**config.mk**
```make
export PLATFORM = sky130hd
export DESIGN_NAME = dpll_backtrack
export DESIGN_NICKNAME = d
export VERILOG_FILES = /design/src/rtl/common.sv /design/src/rtl/dpll_backtrack.sv
export SDC_FILE = /design/constraint.sdc
export NUM_CORES = 1
export LEC_CHECK = 0
export CORE_ASPECT_RATIO = 1.5
export CORE_MARGIN = 8
export CORE_UTILIZATION = 30
export CTS_CLUSTER_DIAMETER = 50
export DETAILED_ROUTE_END_ITERATION = 16
export GPL_TIMING_DRIVEN = 0
export PLACE_DENSITY = 0.61
export SETUP_SLACK_MARGIN = 0.3
export SLEW_MARGIN = 25
export SYNTH_ARGS = -nofsm -noshare
export SYNTH_HDL_FRONTEND = slang
export SYNTH_SLANG_ARGS = --single-unit
```
**constraint.sdc**
```tcl
create_clock -name clock -period 2.5 [get_ports clock]
set_input_delay 0.5 -clock clock [delete_from_list [all_inputs] [get_ports clock]]
set_output_delay 0.5 -clock clock [all_outputs]
set_load 0.01 [all_outputs]
```
**src/rtl/common.sv**
```systemverilog
// rtl/common.sv - shared constants and state type for the decision-bit stack backtracker
//
// Purpose: stack geometry shared by the backtracker and the stack instance,
//          plus the backtrack controller state encoding.
// Contents: bool_stack_size, width_bool_stack_size, level_full, bt_state_t.

package common;

  localparam int bool_stack_size       = 8;
  localparam int width_bool_stack_size = 3;

  // Depth value meaning "every stack slot is occupied".
  localparam logic [width_bool_stack_size:0] level_full =
    (width_bool_stack_size + 1)'(bool_stack_size);

  typedef enum logic [2:0] {
    IDLE,
    POP,
    CHECK,
    PUSH_FLIP,
    DONE,
    UNSAT
  } bt_state_t;

endpackage

```
**src/rtl/dpll_backtrack.sv**
```systemverilog
// rtl/dpll_backtrack.sv - chronological backtracking controller for the decision-bit stack
//
// Purpose: pushes solver decisions onto the stack; on a conflict pops entries
//          until one whose alternate polarity is untried, then pushes it flipped.
//          Reports unsat when every level has been exhausted.
// Ports:
//   clock, reset          clock and asynchronous active-high reset
//   dec_valid/dec_val     decision offer and its polarity; dec_ready accepts
//   conflict              backtrack request, sampled only in IDLE
//   bt_busy, bt_done      backtrack in progress / completion pulse
//   bt_val/level/pops     flipped value, resulting depth, entries popped
//   unsat, overflow       sticky status flags
//   stk_wr_en/din/pop     stack controls; stk_dout/full/empty stack outputs

module dpll_backtrack
  import common::*;
(
  input  logic                             clock,
  input  logic                             reset,
  input  logic                             dec_valid,
  input  logic                             dec_val,
  output logic                             dec_ready,
  input  logic                             conflict,
  output logic                             bt_busy,
  output logic                             bt_done,
  output logic                             bt_val,
  output logic [width_bool_stack_size:0]   bt_level,
  output logic [width_bool_stack_size:0]   bt_pops,
  output logic                             unsat,
  output logic                             overflow,
  output logic                             stk_wr_en,
  output logic                             stk_din,
  output logic                             stk_pop,
  input  logic                             stk_dout,
  input  logic                             stk_full,
  input  logic                             stk_empty
);

  localparam int W = width_bool_stack_size;

  bt_state_t                  state, state_next;
  logic [W:0]                 level;
  logic [bool_stack_size-1:0] flipped;
  logic                       popped;
  logic                       dec_accept;
  logic [W-1:0]               idx;

  // The stack's own flags lag a pop by one cycle; level is the authority.
  logic unused_flags;
  assign unused_flags = stk_full | stk_empty;

  // Only read when level < bool_stack_size, so the truncation is safe.
  assign idx        = level[W-1:0];
  assign dec_accept = dec_valid && dec_ready;
  assign bt_busy    = (state != IDLE) && (state != UNSAT);
  assign bt_done    = (state == DONE);

  always_ff @(posedge clock or posedge reset) begin
    if (reset) begin
      state    <= IDLE;
      level    <= '0;
      flipped  <= '0;
      popped   <= 1'b0;
      bt_val   <= 1'b0;
      bt_level <= '0;
      bt_pops  <= '0;
      unsat    <= 1'b0;
      overflow <= 1'b0;
    end else begin
      state <= state_next;
      case (state)
        IDLE: begin
          if (dec_accept) begin
            flipped[idx] <= 1'b0;
            level        <= level + 1'b1;
          end
          if (dec_valid && (level == level_full))
            overflow <= 1'b1;
          if (conflict && (level != '0))
            bt_pops <= '0;
        end
        POP: begin
          level   <= level - 1'b1;
          bt_pops <= bt_pops + 1'b1;
        end
        CHECK: popped <= stk_dout;
        PUSH_FLIP: begin
          flipped[idx] <= 1'b1;
          level        <= level + 1'b1;
          bt_val       <= ~popped;
          bt_level     <= level + 1'b1;
        end
        UNSAT: unsat <= 1'b1;
        default: ;
      endcase
    end
  end

  always_comb begin
    state_next = state;
    dec_ready  = 1'b0;
    stk_wr_en  = 1'b0;
    stk_din    = 1'b0;
    stk_pop    = 1'b0;
    case (state)
      IDLE: begin
        // Gated by reset so nothing is accepted while the stack is held in reset.
        dec_ready = !reset && !conflict && (level < level_full);
        if (conflict) begin
          state_next = (level == '0) ? UNSAT : POP;
        end else if (dec_valid && dec_ready) begin
          stk_wr_en = 1'b1;
          stk_din   = dec_val;
        end
      end
      POP: begin
        stk_pop    = 1'b1;
        state_next = CHECK;
      end
      CHECK: begin
        if (!flipped[idx])
          state_next = PUSH_FLIP;
        else if (level == '0)
          state_next = UNSAT;
        else
          state_next = POP;
      end
      PUSH_FLIP: begin
        stk_wr_en  = 1'b1;
        stk_din    = ~popped;
        state_next = DONE;
      end
      DONE:    state_next = IDLE;
      UNSAT:   state_next = UNSAT;
      default: state_next = IDLE;
    endcase
  end

endmodule

```
# [Word level (Yosys, flattened, before mapping)]
# Index checks and enable logic that the tools add are counted.
[totals] out_inout_bits=17 n_memories=0 mem_bits_ro=0 ramBits=0 latch_bits=0 regBits=27 inputBits=8
[op_classes] n_mul=0 n_eq_ne=10 mux=22 n_shift=0 n_reduce_logical=21 addsub=3 n_lt_le_gt_ge=3 bitwise=4 n_div=0
[op_table] op="one-hot mux 8 bit (2 select lines)" count=1
[op_table] op="one-hot mux 3 bit (5 select lines)" count=1
[op_table] op="one-hot mux 4 bit (3 select lines)" count=1
[op_table] op="two-way mux 3 bit" count=3
[op_table] op="adder 4 x 1 -> 4 bit, second input constant" count=2
[op_table] op="bitwise AND 8 bit" count=1
[op_table] op="logical AND 1 bit" count=8
[op_table] op="two-way mux 1 bit" count=8
[op_table] op="two-way mux 4 bit" count=2
[op_table] op="two-way mux 8 bit" count=1
[op_table] op="NOT 8 bit" count=1
[op_table] op="bitwise OR 8 bit" count=1
[op_table] op="one-hot mux 4 bit (2 select lines)" count=1
[op_table] op="AND reduction 2 bit" count=4
[op_table] op="equality test 3 x 2 -> 1 bit, second input constant" count=2
[op_table] op="equality test 3 bit, second input constant" count=2
[op_table] op="!= test 2 bit, second input constant" count=3
[op_table] op="nonzero test 3 bit" count=2
[op_table] op="equality test 4 bit, second input constant" count=1
[op_table] op="logical NOT 4 bit" count=1
[op_table] op="< comparator 3 x 4 -> 1 bit, second input constant" count=1
[op_table] op="< comparator 4 bit, second input constant" count=1
[op_table] op="one-hot mux 1 bit (2 select lines)" count=2
[op_table] op="nonzero test 2 bit" count=2
[op_table] op="10 further kinds" count=11

# [Longest topological paths before layout]
[depth] ltp_word=8 mapped_depth=7

# [Worst setup path after synthesis]
# No wires, ideal clock.
[synth_timing] kind="reg-to-reg" start="reg level[0]" end="reg bt_pops[2]" arrival_ns=1.747 path_buffers=1 path_slack_ns=0.687 synth_period_minus_slack_ns=1.813 setup_ns=0.066 stages_incl_launch_ff=8 cell_sequence="dfrtp_1 -> buf_1 -> inv_1 -> ha_1 -> or3b_2 -> a21oi_1 -> nand2b_1 -> a22o_1"
[synth_via] elab_chain_cells=4
[synth_lines] item="start: declaration" line="dpll_backtrack.sv:42" source="logic [W:0] level;"
[synth_lines] item="start signal: assignment" line="dpll_backtrack.sv:75" source="level <= level + 1'b1;"
[synth_lines] item="start signal: assignment" line="dpll_backtrack.sv:83" source="level <= level - 1'b1;"
[synth_lines] item="start signal: assignment" line="dpll_backtrack.sv:89" source="level <= level + 1'b1;"
[synth_lines] item="nonzero test 4 bit" line="dpll_backtrack.sv:79" source="if (conflict && (level != '0))"
[synth_lines] item="logical AND 1 bit" line="dpll_backtrack.sv:79"
[synth_lines] item="!= test 2 bit (no source line)"
[synth_lines] item="AND reduction 2 bit (no source line)"
[synth_lines] item="end signal: assignment" line="dpll_backtrack.sv:84" source="bt_pops <= bt_pops + 1'b1;"
[synth_lines] item="end: declaration" line="dpll_backtrack.sv:28" source="output logic [width_bool_stack_size:0] bt_pops,"
# Every way passes these cells.
# A chain may end at the register's enable or synchronous reset.

# [Final worst setup path]
[layout_timing] start="in reset" end="out dec_ready"
[layout_via] elab_chain_cells=4
[layout_lines] item="start: declaration" line="dpll_backtrack.sv:19" source="input logic reset,"
[layout_lines] item="logical NOT 1 bit" line="dpll_backtrack.sv:108" source="dec_ready = !reset && !conflict && (level < level_full);"
[layout_lines] item="logical AND 1 bit (2 in series)" line="dpll_backtrack.sv:108"
[layout_lines] item="two-way mux 1 bit" line="dpll_backtrack.sv:105" source="case (state)"
[layout_lines] item="end: declaration" line="dpll_backtrack.sv:22" source="output logic dec_ready,"
# Every way passes these cells.

==> impl_results.md <==
* # IOs at 25
* Worst setup path class: input port to primary output
* Row Count at 30
* First-pass GRT wire length at 5.53 mm
* N_diodes at 0
* Setup crit end kind: primary output
* Setup TNS at 0 ns
* Final Util at 40.6%
* Clock skew at 0.00698 ns
* Outcome: finished, final reports clean
* Most frequent cells in the layout: 26 x dfrtp_1, 21 x nand2_1, 14 x o21ai_0, 14 x clkdlybuf4s50_1, 9 x nor2_1
* Clock power frac at 36.3%
* Routability congestion estimate from global placement at 0.787
* CP Buf/Inv Count at 3
* Arrival @ worst endpoint at 1.64 ns
* GRT Resource Usage Total at 9.66%
* Layout cells sized above 1 at 18.1%
* Via count at 1163
* Final Max Tran Viols at 0
* Register bit count reported by yosys at 27
* Pint at 0.561 mW
* Placed Cells incl. Taps at 232
* Fin nets at 190
* Largest net degree at the start of global routing at 28
* Worst slew pin tran at 0.576 ns
* Tightest Hold Check Type: input port to asynchronous set/reset pin
* Crit-path max FO at 3
* Initial core utilization at 31.2%
* Slowest CP cell: nor4_4
* Tcrit/Tclk final at 85.7%
* Switching component of the power at 0.166 mW
* Crit path max-delay family: buffers and inverters
* Critical path, cell by cell: dlygate4sd2_1, nor4_4, buf_4, and2_1, dlygate4sd2_1
* Syn-to-layout area delta at 30.2%
* Final Hold Vio Count at 0
* Hpwl dp at 2.55 mm
* P per Cell Area at 394 nW/um2
* H-tree depth at 1
* Initial DRC count at 72
* Root Driver: clkbuf_8
* Vias/cell at 4.83
* ANT nets after route at 0
* Lkg Pwr at 0.823 nW
* Most used cell along the critical path: dlygate4sd2_1
* Switching Fraction at 22.8%
* Cell Area, Synth at 1420 um2
* Required time of the critical path at 2.00 ns
* Combinational power share at 3.4%
* Sink Count at 27
* Fin Hold WS at 0.462 ns
* Drt total wl at 3.49 mm
* Instance area at placement at 1720 um2
* Syn. warnings at 0
* Mapped Cells at 146
* Vias in the first global route at 1139
* Net Count, Synth at 158
* Finished layout cell area at 1840 um2
* Initial antenna violation count at 0
* Die area at 7220 um2
* Crit-path max cell delay at 0.31 ns
* Synth async-reset ratio at 100%
* Max clock buf depth at 2
* Max rail drop VDD at 0.000158 V
* Wire per inst at 14.5 um
* Clock Latency Late Sink at 0.28 ns
* Clk pin slew, worst setup/hold paths at 0.10 ns
* Slew margin rel. at 61.6%
* Total CTS buffers at 3
* Die Width at 72.1 um
* Post-synthesis sequential area ratio at 47.7%
* Fmax at 467 MHz
* Grt total ovfl at 0
* Setup Viol. Count Final at 0
* RSZ-0062 raised after global routing: yes
* Core box area at 4540 um2
* Dominant synthesized flop cell: dfrtp_1
* Hold Buf Count CTS at 0
* Die height at 100 um
* Seq pwr share at 60.2%
* Min Tclk post-route at 2.14 ns
* TritonCTS clock tree: built
* Final Non-Filler Cells at 241
* Fill cell total of the finished layout at 477
* Most common cell after layout, fill and taps aside: dfrtp_1
* DRC viols at 0
* DR pass1 iterations at 4
* EDFF count, synth at 0
* Post-synth cell types at 39
* Number of max-cap violations at 0
* IO Port Bufs at 22
* Syn_area_per_cell at 9.69 um2
* Crit path launch type: input port
==> final cells by class <==
| class | instances | area (um2) | share of cell area [%] |
|---|---|---|---|
| Sequential cell | 27 | 677 | 36.7 |
| Clock inverter | 1 | 7.51 | 0.407 |
| Tap cell | 64 | 80.1 | 4.34 |
| Timing Repair Buffer | 27 | 256 | 13.9 |
| Clock buffer | 3 | 41.3 | 2.24 |
| Inverter | 7 | 26.3 | 1.43 |
| Buffer | 8 | 50.0 | 2.72 |
| Multi-Input combinational cell | 104 | 704 | 38.2 |
==> through the flow <==
stage | setup slack (ns) | total power [mW]
floorplan | 0.687 | 0.455
global placement | -0.555 | 0.468
detailed placement | -0.555 | 0.468
CTS | 0.229 | 0.732
global route | 0.277 | 0.750
finish | 0.357 | 0.727
==> cell usage after synthesis (2+ instances only) <==
cell	count	area [um2]
inv_1	6	22.5
dfrtp_1	27	676
clkbuf_1	3	11.3
a32o_1	3	30.0
nor2_1	10	37.5
a21oi_1	4	20.0
nor3_1	2	10.0
a22o_1	2	17.5
o21ai_0	15	75.1
o21bai_1	2	15.0
o31ai_1	2	15.0
xnor2_1	5	43.8
a31oi_1	2	12.5
mux2i_1	6	60.1
and2_1	2	12.5
ha_1	4	50.1
nand2_1	21	78.8
xor2_1	2	17.5
nand3_1	7	35.0
buf_2	2	10.0
==> routing by layer <==
| metal | vias up | track usage [%] | part of all wire, % |
|---|---|---|---|
| met1 | 566 | 10.2 | 41 |
| met2 | 18 | 17.6 | 54 |
| met5 | - | 0 | 0 |
| li1 | 571 | - | - |
| met3 | 8 | 1.70 | 3.5 |
| met4 | 0 | 4.74 | 1.7 |
==> logic make-up (layout without fill, tap and decap cells) <==
logic type / Yosys count / in the layout / share of synthesized area, %
AO/OA/AOI/OAI: 33 / 33 / 14.9
XOR/XNOR: 7 / 7 / 4.33
multiplexers: 8 / 8 / 6.63
AND/OR/NAND/NOR: 52 / 52 / 18.0
buffers and inverters: 15 / 46 / 4.95
flip-flops: 27 / 27 / 47.7
adder cells (fa/ha/maj): 4 / 4 / 3.54
==> power groups by stage <==
stage	Clock [mW]	Combinational (mW)	Sequential (mW)
final	0.264	0.0248	0.438
after global routing	0.285	0.0274	0.438
after CTS	0.269	0.0246	0.438
after detailed placement	0	0.0220	0.446
after global placement	0	0.0221	0.446
after floorplan	0	0.00866	0.446
==> worst register-to-register path: cells and delay by family, from the launching register on <==
kind                     cells  cell delay [ns]
flip-flops                   1             0.48
AND/OR/NAND/NOR              2             0.65
adder cells (fa/ha/maj)      1             0.20
AO/OA/AOI/OAI                2             0.32
buffers and inverters        2             0.32
==> path summary, 6_finish.rpt <==
kind | startpoint | endpoint | slack, ns | depth (start not counted)
worst max register to register | level[1] | bt_pops[2] | 0.47 | 7
worst max-delay path | reset | dec_ready | 0.36 | 5
worst min register to register | overflow | overflow | 0.48 | 1
max in group asynchronous | reset | state[1] | 1.63 | 2
worst min-delay path | reset | bt_pops[2] | 0.46 | 2
min in group clock | overflow | overflow | 0.48 | 1
==> timing repair <==
item,CTS,global route
endpoints found under the setup margin,6,9
pin swaps,1,3
resized for setup,19,13
buffers inserted,3,2
Note: power is estimated with default switching activity, not from simulation.
